--- src/rtl/prog_counter_seq.sv ---
// ---------------------------------------------------------------------------
// prog_counter_seq
//
// Program counter for the fetch stage. Each cycle it selects one action, in
// this order of priority:
//   reset (power_i low) > hold > return > call > jump > branch > step.
// The sequential step wraps from last_add_i back to RST_ADD. A small LIFO
// return stack backs call/return. Overflow and underflow set a sticky error
// flag that only reset clears.
//
// Ports
//   clk_i        system clock, all state updates on the rising edge
//   power_i      synchronous active-low reset (0 = reset)
//   hold_i       stall: address, stack and error flag stay as they are
//   last_add_i   highest program address; the sequential step wraps after it
//   jump_i       absolute jump to jump_add_i
//   jump_add_i   jump / call target
//   branch_i     relative branch by offset_i
//   offset_i     signed two's-complement branch offset
//   call_i       push the return address, then go to jump_add_i
//   ret_i        pop the return address into the program counter
//   add_o        current program address (registered)
//   wrap_o       one-cycle pulse after a sequential step last_add_i -> RST_ADD
//   stk_full_o   stack holds STK_DEPTH entries
//   stk_empty_o  stack holds no entries
//   stk_err_o    sticky overflow/underflow flag
// ---------------------------------------------------------------------------
module prog_counter_seq #(
    parameter int unsigned AW        = 8,
    parameter int unsigned STK_DEPTH = 4,
    parameter int unsigned RST_ADD   = 0
) (
    input  logic          clk_i,
    input  logic          power_i,
    input  logic          hold_i,
    input  logic [AW-1:0] last_add_i,
    input  logic          jump_i,
    input  logic [AW-1:0] jump_add_i,
    input  logic          branch_i,
    input  logic [AW-1:0] offset_i,
    input  logic          call_i,
    input  logic          ret_i,
    output logic [AW-1:0] add_o,
    output logic          wrap_o,
    output logic          stk_full_o,
    output logic          stk_empty_o,
    output logic          stk_err_o
);

    // The count needs to reach STK_DEPTH itself, so it is one value wider
    // than the entry index.
    localparam int unsigned CW = $clog2(STK_DEPTH + 1);
    localparam int unsigned IW = (STK_DEPTH > 1) ? $clog2(STK_DEPTH) : 1;

    localparam logic [AW-1:0] RST_VAL = AW'(RST_ADD);
    localparam logic [AW-1:0] ADD_ONE = AW'(1);
    localparam logic [CW-1:0] CNT_ONE = CW'(1);
    localparam logic [CW-1:0] CNT_MAX = CW'(STK_DEPTH);

    // ------------------------------------------------------------------
    // State
    // ------------------------------------------------------------------
    logic [AW-1:0] add_q,   add_d;
    logic [CW-1:0] cnt_q,   cnt_d;
    logic          wrap_q,  wrap_d;
    logic          err_q,   err_d;

    // Return-stack storage. It is not reset: an entry can be read only
    // while the count covers it.
    logic [AW-1:0] stk_q [STK_DEPTH];

    // ------------------------------------------------------------------
    // Derived values
    // ------------------------------------------------------------------
    logic          at_last;
    logic [AW-1:0] seq_add;
    logic          stk_full;
    logic          stk_empty;
    logic [IW-1:0] push_idx;
    logic [IW-1:0] pop_idx;
    logic [AW-1:0] top_entry;
    logic          push_en;

    // The step does not correct an address above last_add_i. It keeps
    // counting modulo 2^AW until it comes round to last_add_i.
    assign at_last = (add_q == last_add_i);
    assign seq_add = at_last ? RST_VAL : (add_q + ADD_ONE);

    assign stk_full  = (cnt_q == CNT_MAX);
    assign stk_empty = (cnt_q == '0);

    // Push goes to slot [count]. Pop reads slot [count-1]. Doing the pop
    // subtraction in index width gives the right slot even when the stack
    // is full, because the count then equals STK_DEPTH.
    assign push_idx  = cnt_q[IW-1:0];
    assign pop_idx   = cnt_q[IW-1:0] - IW'(1);
    assign top_entry = stk_q[pop_idx];

    // ------------------------------------------------------------------
    // Next-state selection. The first request that matches wins, and any
    // lower request in the same cycle is dropped.
    // ------------------------------------------------------------------
    always_comb begin
        add_d   = add_q;
        cnt_d   = cnt_q;
        wrap_d  = 1'b0;
        err_d   = err_q;
        push_en = 1'b0;

        if (hold_i) begin
            add_d = add_q;
        end else if (ret_i) begin
            if (!stk_empty) begin
                add_d = top_entry;
                cnt_d = cnt_q - CNT_ONE;
            end else begin
                // Underflow: fall back to a plain step, and the step may wrap.
                add_d  = seq_add;
                wrap_d = at_last;
                err_d  = 1'b1;
            end
        end else if (call_i) begin
            add_d = jump_add_i;
            if (!stk_full) begin
                push_en = 1'b1;
                cnt_d   = cnt_q + CNT_ONE;
            end else begin
                // Overflow: the jump still happens, but the return address is lost.
                err_d = 1'b1;
            end
        end else if (jump_i) begin
            add_d = jump_add_i;
        end else if (branch_i) begin
            // Two's-complement add of the same width is the signed offset,
            // modulo 2^AW. last_add_i is not involved.
            add_d = add_q + offset_i;
        end else begin
            add_d  = seq_add;
            wrap_d = at_last;
        end
    end

    // ------------------------------------------------------------------
    // Registers. Reset overrides every request, including a pending call.
    // ------------------------------------------------------------------
    always_ff @(posedge clk_i) begin
        if (!power_i) begin
            add_q  <= RST_VAL;
            cnt_q  <= '0;
            wrap_q <= 1'b0;
            err_q  <= 1'b0;
        end else begin
            add_q  <= add_d;
            cnt_q  <= cnt_d;
            wrap_q <= wrap_d;
            err_q  <= err_d;
        end
    end

    // Stack write port. The address pushed is where execution resumes,
    // which is the step address (it may already have wrapped).
    always_ff @(posedge clk_i) begin
        if (power_i && push_en) begin
            stk_q[push_idx] <= seq_add;
        end
    end

    // ------------------------------------------------------------------
    // Outputs
    // ------------------------------------------------------------------
    assign add_o       = add_q;
    assign wrap_o      = wrap_q;
    assign stk_full_o  = stk_full;
    assign stk_empty_o = stk_empty;
    assign stk_err_o   = err_q;

endmodule

--- config.mk ---
export PLATFORM = sky130hd
export DESIGN_NAME = prog_counter_seq
export DESIGN_NICKNAME = d
export VERILOG_FILES = /design/src/rtl/prog_counter_seq.sv
export SDC_FILE = /design/constraint.sdc
export NUM_CORES = 1
export LEC_CHECK = 0
export CAP_MARGIN = 40
export CORE_ASPECT_RATIO = 2
export CORE_MARGIN = 2
export CORE_UTILIZATION = 38
export CTS_BUF_LIST = sky130_fd_sc_hd__clkbuf_2 sky130_fd_sc_hd__clkbuf_4 sky130_fd_sc_hd__clkbuf_8
export DETAILED_ROUTE_END_ITERATION = 8
export GPL_ROUTABILITY_DRIVEN = 0
export GPL_TIMING_DRIVEN = 1
export MAX_ROUTING_LAYER = met4
export PLACE_DENSITY = 0.67
export SLEW_MARGIN = 25
export SYNTH_ARGS = -nofsm -noshare
export SYNTH_HDL_FRONTEND = slang
export SYNTH_SLANG_ARGS = --single-unit
--- constraint.sdc ---
create_clock -name clk_i -period 3.3 [get_ports clk_i]
set_input_delay 0.66 -clock clk_i [delete_from_list [all_inputs] [get_ports clk_i]]
set_output_delay 0.66 -clock clk_i [all_outputs]
set_load 0.1 [all_outputs]
==> impl_metrics.csv, run 1 <==
group,metric,value,unit
cts,cts-resized-gates,0,
drt,drc,0,
yosys,ys_seq_area_frac,0.457,
global_route,grt_max_degree,17,
sta,rsz0062_at_grt,"false",
yosys,ys_warn_count,0,
cts,insertion_delay,0.31,ns
sta,final-hold-violation-count,0,
floorplan,design.core.area,6890,um^2
setup_path,slowest_stage,"clkdlybuf4s50_1",
placement,postPlaceCellArea,3180,um^2
yosys,postSynthAreaPerCell,11.2,um^2
floorplan,start_util,0.388,
floorplan,die_h,123,um
cts,cts_buffers,5,
cts,cts_root_buffer,"clkbuf_8",
setup_path,critPathLaunchType,"input port",
run,max_cap_viol_count,0,
setup_path,path_cells,"clkdlybuf4s50_1 -> ha_1 -> inv_1 -> fa_1 -> nor2b_1 -> o21ai_0 -> a211oi_1 -> a211oi_1 -> o41ai_1",
cells_and_area,fin_area,3290,um^2
floorplan,rows,43,
sta,slew_headroom,0.507,
floorplan,ios,43,
setup_path,required,3.51,ns
setup_path,critPathKind,"input port to register",
yosys,yosys-top-cells-count,"edfxtp_1, dfxtp_1, nand2_1",
yosys,synth.area.top_cells,"edfxtp_1, dfxtp_1, mux4_2",
placement,portBuffers,42,
cts,hold_buffers,0,
sta,worst_slew_pin_slew,0.739,ns
placement,dp_hpwl,5.57,mm
setup_path,crit_path_max_fanout,3,
setup_path,arrival,2.65,ns
yosys,synth_top_area_share,0.360,
yosys,synth_largest_area_cell,"edfxtp_1",
global_route,gr-usage-met2,0.378,
setup_path,crit_path_end_kind,"register",
drt,drtIter0Drc,115,
run_status,status,"complete, no violations",
global_route,grt_pass1_vias,2144,
worst_hold_path,whs_path_depth,2,
sta,fmax,411,MHz
yosys,ys_types,54,
yosys,syn-instance-count,238,
sta,tns,0,ns
yosys,synth-main-ff-cell,"edfxtp_1",
setup_path,cpPeakStageDelay,0.46,ns
cells_and_area,filler_cell_count,644,
sta,skew,0.0123,ns
sta,finalCritPeriodShare,0.736,
yosys,yosysMostFrequentCell,"edfxtp_1",
cts,cts_sinks,45,
floorplan,dieArea,7760,um^2
drt,wirelength,6.89,mm
yosys,syn-num-nets,283,
cts,clk_pin_slew,0.09,ns
setup_path,r2r_cells,7,
yosys,ys_seq_elements,45,
drt,ant_nets,0,
drt,drt_first_pass_iters,4,
global_route,grt_first_pass_wirelength,10.9,mm
cells_and_area,antenna_cells,0,
yosys,syn_area,2670,um^2
cts,post_cts.repair.setup_buffers,0,
global_route,gr-usage-all-layers,0.197,
setup_path,crit_buf_inv,2,
sta,setup_viol,0,
setup_path,cp_common_cell,"a211oi_1",
global_route,busiest_layer,"met2",
global_route,grt_use_met1,0.158,
cts,cts_buffer_depth,2,
power,leakage,1.25,nW
cts,htree_levels,2,
worst_hold_path,hp-class,"register to register",
global_route,overflow,0,
cells_and_area,nets,329,
cts,cts_tree,"built",
sta,slew_violations,0,
global_route,antenna_found_initial,0,
drt,vias,2052,
sta,min_period,2.43,ns
yosys,synth-async-reset-ratio,0,
cells_and_area,layout-drive-gt1-share,0.154,
yosys,synth_edf_count,32,
power,max-vdd-ir-drop,270,uV
cells_and_area,syn_to_final_growth,23.2,%
drt,wl_per_cell,18.4,um
drt,via_per_inst,5.47,
setup_path,crit_cells,9,
global_route,use_met3,0.0321,
setup_path,crit_family,"compound AO/OA/AOI/OAI gates",
floorplan,die_w,63.3,um
power,power.density,492,nW/um^2
## logic make-up after synthesis
logic type               count (synthesis)  synth area share
AND/OR/NAND/NOR                         72             0.146
AO/OA/AOI/OAI                           57             0.152
buffers and inverters                   21            0.0361
XOR/XNOR                                18            0.0590
flip-flops                              45             0.457
adder cells (fa/ha/maj)                 14            0.0712
multiplexers                            11            0.0787
## registers in the layout, summed over array words and instances (netlist names)
| name | flops |
|---|---|
| stk_q | 32 |
| stk_err_o | 1 |
| cnt_q | 3 |
| add_o | 8 |
| wrap_o | 1 |
## report_power, final
group          internal, mW  switching (mW)
registers             0.636          0.0356
clock network         0.235           0.189
logic                 0.198           0.324
total                  1.07           0.548
## worst min-delay path, stage by stage (launching register included)
cell and delay [ns]:
dfxtp_1 0.35, a31oi_1 0.05, nor2b_1 0.09
## through the flow
step / hold slack (ns) / instances / power (mW) / setup WS, ns / util
CTS: 0.517 / 375 / 1.63 / 0.871 / 0.478
finish: 0.515 / 375 / 1.62 / 0.870 / 0.478
floorplan: 0.522 / 238 / 1.05 / 0.607 / -
global placement: 0.484 / 367 / 1.20 / 0.593 / 0.461
global route: 0.573 / 375 / 1.69 / 0.705 / 0.478
detailed placement: 0.496 / 367 / 1.21 / 0.547 / 0.461
## layout by cell type, fill, tap and decap left out, types with 11 or more instances in the layout
cell type	count
buf_4	20
clkdlybuf4s50_1	30
dfxtp_1	13
edfxtp_1	32
ha_1	12
nand2_1	13
nand3_1	12
nor2_1	11
xor2_1	11
## path summary, 6_finish.rpt
path,from,to,slack (ns)
max,offset_i[0],add_o[4],0.87
min,stk_err_o,stk_err_o,0.51
max reg2reg,cnt_q[1],add_o[7],1.08
min reg2reg,stk_err_o,stk_err_o,0.51
## metal layers
metal | vias up | part of all wire
li1 | 993 | -
met2 | 61 | 0.57
met3 | 30 | 0.032
met1 | 968 | 0.33
met4 | 0 | 0.074
met5 | - | 0
## final cells by class
cell class / instances / area, um^2 / area share
Inverter: 10 / 37.5 / 0.0114
Sequential cell: 45 / 1220 / 0.371
Clock inverter: 2 / 38.8 / 0.0118
Multi-Input combinational cell: 172 / 1350 / 0.411
Timing Repair Buffer: 50 / 450 / 0.137
Clock buffer: 6 / 76.3 / 0.0232
Tap cell: 90 / 113 / 0.0342
Note: power is estimated with default switching activity, not from simulation.
==> run 2: changes to the inputs <==
clock period = 2.5 ns   (was 3.3 ns; I/O delays follow)
==> run 2 against run 1 <==
Against the previous run: via count rose by 4.7%; flip-flop and latch count is the same; largest cell class unchanged; count of clock-buffer cells in the layout is 1 lower; die area unchanged; utilization up 2.0 points.
==> impl_metrics.csv, run 2 (synthesis gave the netlist of run 1 again) <==
group,metric,value,unit
cells_and_area,final_cells,390,
drt,wirelength,7.03,mm
cells_and_area,regMostFlops,"stk_q",
power,leakage,1.34,nW
sta,whs,0.507,ns
power,switching_power,0.745,mW
run,max_cap_viol_count,0,
floorplan,design.core.area,6890,um^2
global_route,grt_pass1_vias,2274,
drt,drc,0,
placement,portBuffers,42,
drt,wl_per_cell,18.0,um
floorplan,rows,43,
power,p_int,1.44,mW
global_route,grt_first_pass_wirelength,11.2,mm
power,switching_share,0.341,
power,seq_power_share,0.407,
cts,cts_root_buffer,"clkbuf_8",
cells_and_area,final_cell_mix,"buf_4, edfxtp_1, clkdlybuf4s50_1, nand2_1",
setup_path,crit_path_end_kind,"register",
cts,hold_buffers,0,
cells_and_area,layout-drive-gt1-share,0.203,
setup_path,critPathKind,"input port to register",
placement,dp_hpwl,5.81,mm
power,pwr-share-clk,0.256,
setup_path,r2r-end,"add_o[4]",
cells_and_area,largest_reg_flops,32,
setup_path,required,2.71,ns
cells_and_area,nets,344,
cts,htree_levels,2,
sta,tns,0,ns
sta,final-hold-violation-count,0,
cells_and_area,antenna_cells,0,
setup_path,r2r_cells,8,
setup_path,critPathLaunchType,"input port",
cts,insertion_delay,0.31,ns
sta,fmax,427,MHz
drt,vias,2148,
drt,drtIter0Drc,105,
cts,cts_buffer_depth,2,
run_status,status,"complete, no violations",
worst_hold_path,whs_path_depth,2,
drt,drt_first_pass_iters,4,
placement,dp.cells,382,
setup_path,crit_path_max_fanout,3,
sta,finalCritPeriodShare,0.937,
worst_hold_path,hold_end,"stk_err_o",
global_route,gr-usage-all-layers,0.201,
global_route,overflow,0,
cells_and_area,layout_commonest_cell,"buf_4",
power,comb_power_share,0.337,
sta,rsz0062_at_grt,"false",
cts,cts_buffers,5,
power,max-vdd-ir-drop,315,uV
cts,clk_pin_slew,0.09,ns
sta,skew,0.0118,ns
power,p_total,2.19,mW
cells_and_area,postLayoutCoreUtil,0.498,
cts,cts-resized-gates,0,
power,power.density,637,nW/um^2
global_route,antenna_found_initial,0,
worst_hold_path,hp-class,"register to register",
worst_hold_path,hp-start,"stk_err_o",
sta,slew_violations,0,
sta,worst_slew_pin_slew,0.579,ns
floorplan,ios,43,
drt,via_per_inst,5.51,
floorplan,die_w,63.3,um
drt,ant_nets,0,
cts,cts_tree,"built",
sta,setup_viol,0,
setup_path,r2r-start,"add_o[0]",
sta,min_period,2.34,ns
sta,slew_headroom,0.614,
floorplan,die_h,123,um
floorplan,dieArea,7760,um^2
setup_path,arrival,2.56,ns
cells_and_area,syn_to_final_growth,28.3,%
cts,cts_sinks,45,
cts,post_cts.repair.setup_buffers,0,
setup_path,reg2reg_slack,0.33,ns
global_route,grt_max_degree,16,
floorplan,start_util,0.388,
==> run 2: cell types whose count changed in the layout (fill, tap and decap cells not counted), sizes merged <==
cell / before / now
buf: 20 / 35
clkbuf: 6 / 5
inv: 9 / 10
==> run 2: how the worst max path moves through the flow <==
| stage | depth (start not counted) | start | end |
|---|---|---|---|
| floorplan | 6 | add_o[2] | add_o[4] |
| global placement | 9 | offset_i[0] | add_o[4] |
| detailed placement | 9 | offset_i[0] | add_o[4] |
| CTS | 9 | offset_i[0] | add_o[4] |
| global route | 9 | offset_i[0] | add_o[4] |
| finish | 9 | offset_i[0] | add_o[4] |
==> run 2: worst max-delay path, stage by stage <==
cell             delay, ns
clkdlybuf4s50_1       0.46
ha_1                  0.16
inv_1                 0.06
fa_1                  0.41
nor2b_1               0.21
o21ai_0               0.12
a211oi_1              0.24
a211oi_1              0.07
o41ai_1               0.32
==> run 2: area by class of cell <==
class,count,area (um^2)
fillers,633,3460
multi-input cells,172,1350
flip-flops and latches,45,1220
repair buffers,65,588
well taps,90,113
clock buffers,5,68.8
clock inverters,3,43.8
inverters,10,37.5
==> run 2: through the flow <==
stage	cell area [um^2]	setup slack [ns]
CTS	3430	0.190
global route	3430	0.0311
detailed placement	3320	-0.116
finish	3430	0.156
global placement	3320	-0.0266
floorplan	2670	0.00970
==> run 2: power groups by stage <==
| stage | logic (mW) | clock network (mW) | registers [mW] |
|---|---|---|---|
| floorplan | 0.385 | 0 | 1.01 |
| global placement | 0.726 | 0 | 0.906 |
| detailed placement | 0.737 | 0 | 0.907 |
| CTS | 0.741 | 0.577 | 0.890 |
| global route | 0.786 | 0.604 | 0.895 |
| finish | 0.736 | 0.560 | 0.889 |
==> run 2: routing by layer <==
layer | share of wire | routed length, um | track usage | vias to the layer above
met5 | 0 | 0 | - | -
met4 | 0.085 | 597 | 0.188 | 0
met3 | 0.029 | 201 | 0.0284 | 34
met2 | 0.58 | 4090 | 0.378 | 70
met1 | 0.30 | 2140 | 0.159 | 1021
li1 | - | - | - | 1023
==> variant, RTL diff (flow settings as in run 2) <==
`STK_DEPTH`: 4 -> 8.
--- a/src/rtl/prog_counter_seq.sv
+++ b/src/rtl/prog_counter_seq.sv
@@ -29,3 +29,3 @@
     parameter int unsigned AW        = 8,
-    parameter int unsigned STK_DEPTH = 4,
+    parameter int unsigned STK_DEPTH = 8,
     parameter int unsigned RST_ADD   = 0
Formal check against the unedited RTL: not equivalent (a bounded check fails within 10 cycles, from zero or initial values).
==> variant against run 2 <==
Power up 62%. Sequential cell count up 33. Synthesized cell count up 21%. Wire length up 28%. Largest power group unchanged. Critical endpoint is now stk_q[0][4]$_DFFE_PP_. Worst setup slack better by 25 ps. Area after synthesis up 45%. Design area up 45%. Utilization down 0.17 points.
==> variant: results (changes against run 2) <==
yosys:
  synthTopCellsByCount: "64 x edfxtp_1, 25 x nor2_1, 17 x nand2_1, 16 x mux4_2"
  syn-num-nets: 334  # +18%
  ys_top_cells_by_area: "edfxtp_1 50%, mux4_2 9.3%, dfxtp_1 7.2%"
  synth_edf_count: 64  # +100%
  yosys_warnings: 0  # unchanged
  synth_cell_types: 48  # -11%
  synthArstFlopShare_pct: 0  # unchanged
  synth-seq-area-share_pct: 56.72  # +11 points
  avgSynthCellArea_um2: 13.43  # +20%
route:
  viasPerCell: 5.298  # -3.8%
  first_pass_iters: 4  # unchanged
  drt_iter0_markers: 122  # +16%
  wire_per_inst_um: 18.08  # +0.31%
  routed_wl_um: 8966  # +28%
global_routing:
  grt_pass1_vias: 2836  # +25%
  grt_pass1_wl_um: 13990  # +25%
  grt_max_degree: 19  # +3
  antenna_found_initial: 0  # unchanged
  track_usage_pct: 17.92  # -2.1 points
layout:
  diodes: 0  # unchanged
  final_area_mm2: 0.004971  # +45%
  fill_cells: 902  # +42%
  top_register: "stk_q"
  largest_reg_flops: 64  # +100%
  drive_gt1_share_pct: 27.15  # +6.8 points
  fin_nets: 401  # +17%
outcome:
  status: "complete, no violations"
worst_setup_path:
  r2r_start: "cnt_q[0]$_SDFFE_PN0P_"
  cp_data_arrival_time_ps: 2380  # -180 ps
  ff2ff_path_depth: 8  # unchanged
  start_kind: "flip-flop"
  crit_fanout: 8  # +5
  r2r-end: "stk_q[0][4]$_DFFE_PP_"
  worst_setup_path_end_kind: "flip-flop"
pwr:
  peakVddDrop_uv: 471.2  # +50%
  switching_share_pct: 32.69  # -1.4 points
  leakagePower_nw: 1.738  # +30%
place:
  dpl.cell_count: 480  # +26%
  numPortBuffers: 42  # unchanged
  placed_area_mm2: 0.004767  # +44%
  place_ws_ps: -5.815  # +109.8 ps
  dp_hpwl_um: 7010  # +21%
clock_tree:
  max-clock-path-buffers: 2  # unchanged
  post_cts_buffers: 0  # unchanged
  htree_levels: 3  # +1
  cts_resized: 0  # unchanged
  numCtsBuffers: 9  # +4
  cts_root_buffer: "clkbuf_8"
  clkLatencyLatePin_ps: 360  # +50 ps
sta:
  slew_viol_final: 0  # unchanged
  tightest_slew_ps: 621.1  # +42.03 ps
  finalClockSkew_ps: 16.48  # +4.669 ps
  setup_ws_ps: 181.8  # +25.44 ps
  tns_ps: 0  # unchanged
min_path:
  hold_path_class: "flip-flop to flip-flop"
variant: cell types whose count changed in the layout (fill, tap and decap cells not counted), sizes merged, moves of 3 or more:
cell	before	now
and2	10	4
o221ai	0	5
o21ai	9	15
mux2	0	3
nor2	11	25
nand2	13	18
mux4	8	16
xor2	11	7
edfxtp	32	64
clkbuf	5	9
or3	3	0
xnor2	7	15
nand3	12	4
variant: cell families (layout without fill, tap and decap cells):
kind of cell | count (synthesis) | after routing | synth area share, %
adders and majority gates | 14 | 14 | 4.898
xor gates and xnor gates | 22 | 22 | 4.963
buffers and inverters | 18 | 90 | 2.288
AOI/OAI and AO/OA | 55 | 55 | 9.732
DFF | 78 | 78 | 56.72
muxes | 22 | 22 | 10.92
and+or+nand+nor | 80 | 80 | 10.47
variant: layout make-up:
type                       count  area share [%]
sequential                    78           44.42
multi-input combinational    193           34.00
timing repair buffer          67           13.39
tap                          135           3.398
clock buffer                   9           2.492
clock inverter                 7           1.611
inverter                       7          0.6796
variant: power groups by stage:
| stage | Sequential [mW] | Clock [mW] | Combinational [mW] |
|---|---|---|---|
| 6_report | 1.54 | 0.961 | 1.04 |
| 2_1_floorplan | 1.69 | 0 | 0.618 |
| 5_1_grt | 1.55 | 1.05 | 1.12 |
| 3_3_place_gp | 1.57 | 0 | 1.03 |
| 4_1_cts | 1.54 | 0.993 | 1.05 |
| 3_5_place_dp | 1.57 | 0 | 1.04 |
variant: how the worst min path moves through the flow:
stage | start | depth (start not counted) | slack, ps | end
2_1_floorplan | cnt_q[1]$_SDFFE_PN0P_ | 1 | 590 | cnt_q[1]$_SDFFE_PN0P_
3_3_place_gp | stk_err_o$_SDFFE_PN0P_ | 1 | 450 | stk_err_o$_SDFFE_PN0P_
3_5_place_dp | stk_err_o$_SDFFE_PN0P_ | 1 | 460 | stk_err_o$_SDFFE_PN0P_
4_1_cts | stk_err_o$_SDFFE_PN0P_ | 1 | 480 | stk_err_o$_SDFFE_PN0P_
5_1_grt | stk_err_o$_SDFFE_PN0P_ | 1 | 500 | stk_err_o$_SDFFE_PN0P_
6_report | stk_err_o$_SDFFE_PN0P_ | 1 | 490 | stk_err_o$_SDFFE_PN0P_
variant: worst max-delay path, stage by stage (launching register included):
cell and delay (ps):
dfxtp_2 400, inv_8 60, ha_4 150, and3b_4 190, or3b_4 430, nor3b_4 260, nand2_2 150, nor3_4 230
buf_12 150
variant: metal layers:
metal	vias up	wire (um)	part of all wire, %	GRT usage (%)
li1	1247	-	-	-
met1	1290	3004	34	16.17
met2	64	5280	59	32.74
met3	27	256	2.9	3.224
met4	0	423	4.7	10.18
met5	-	0	0	-
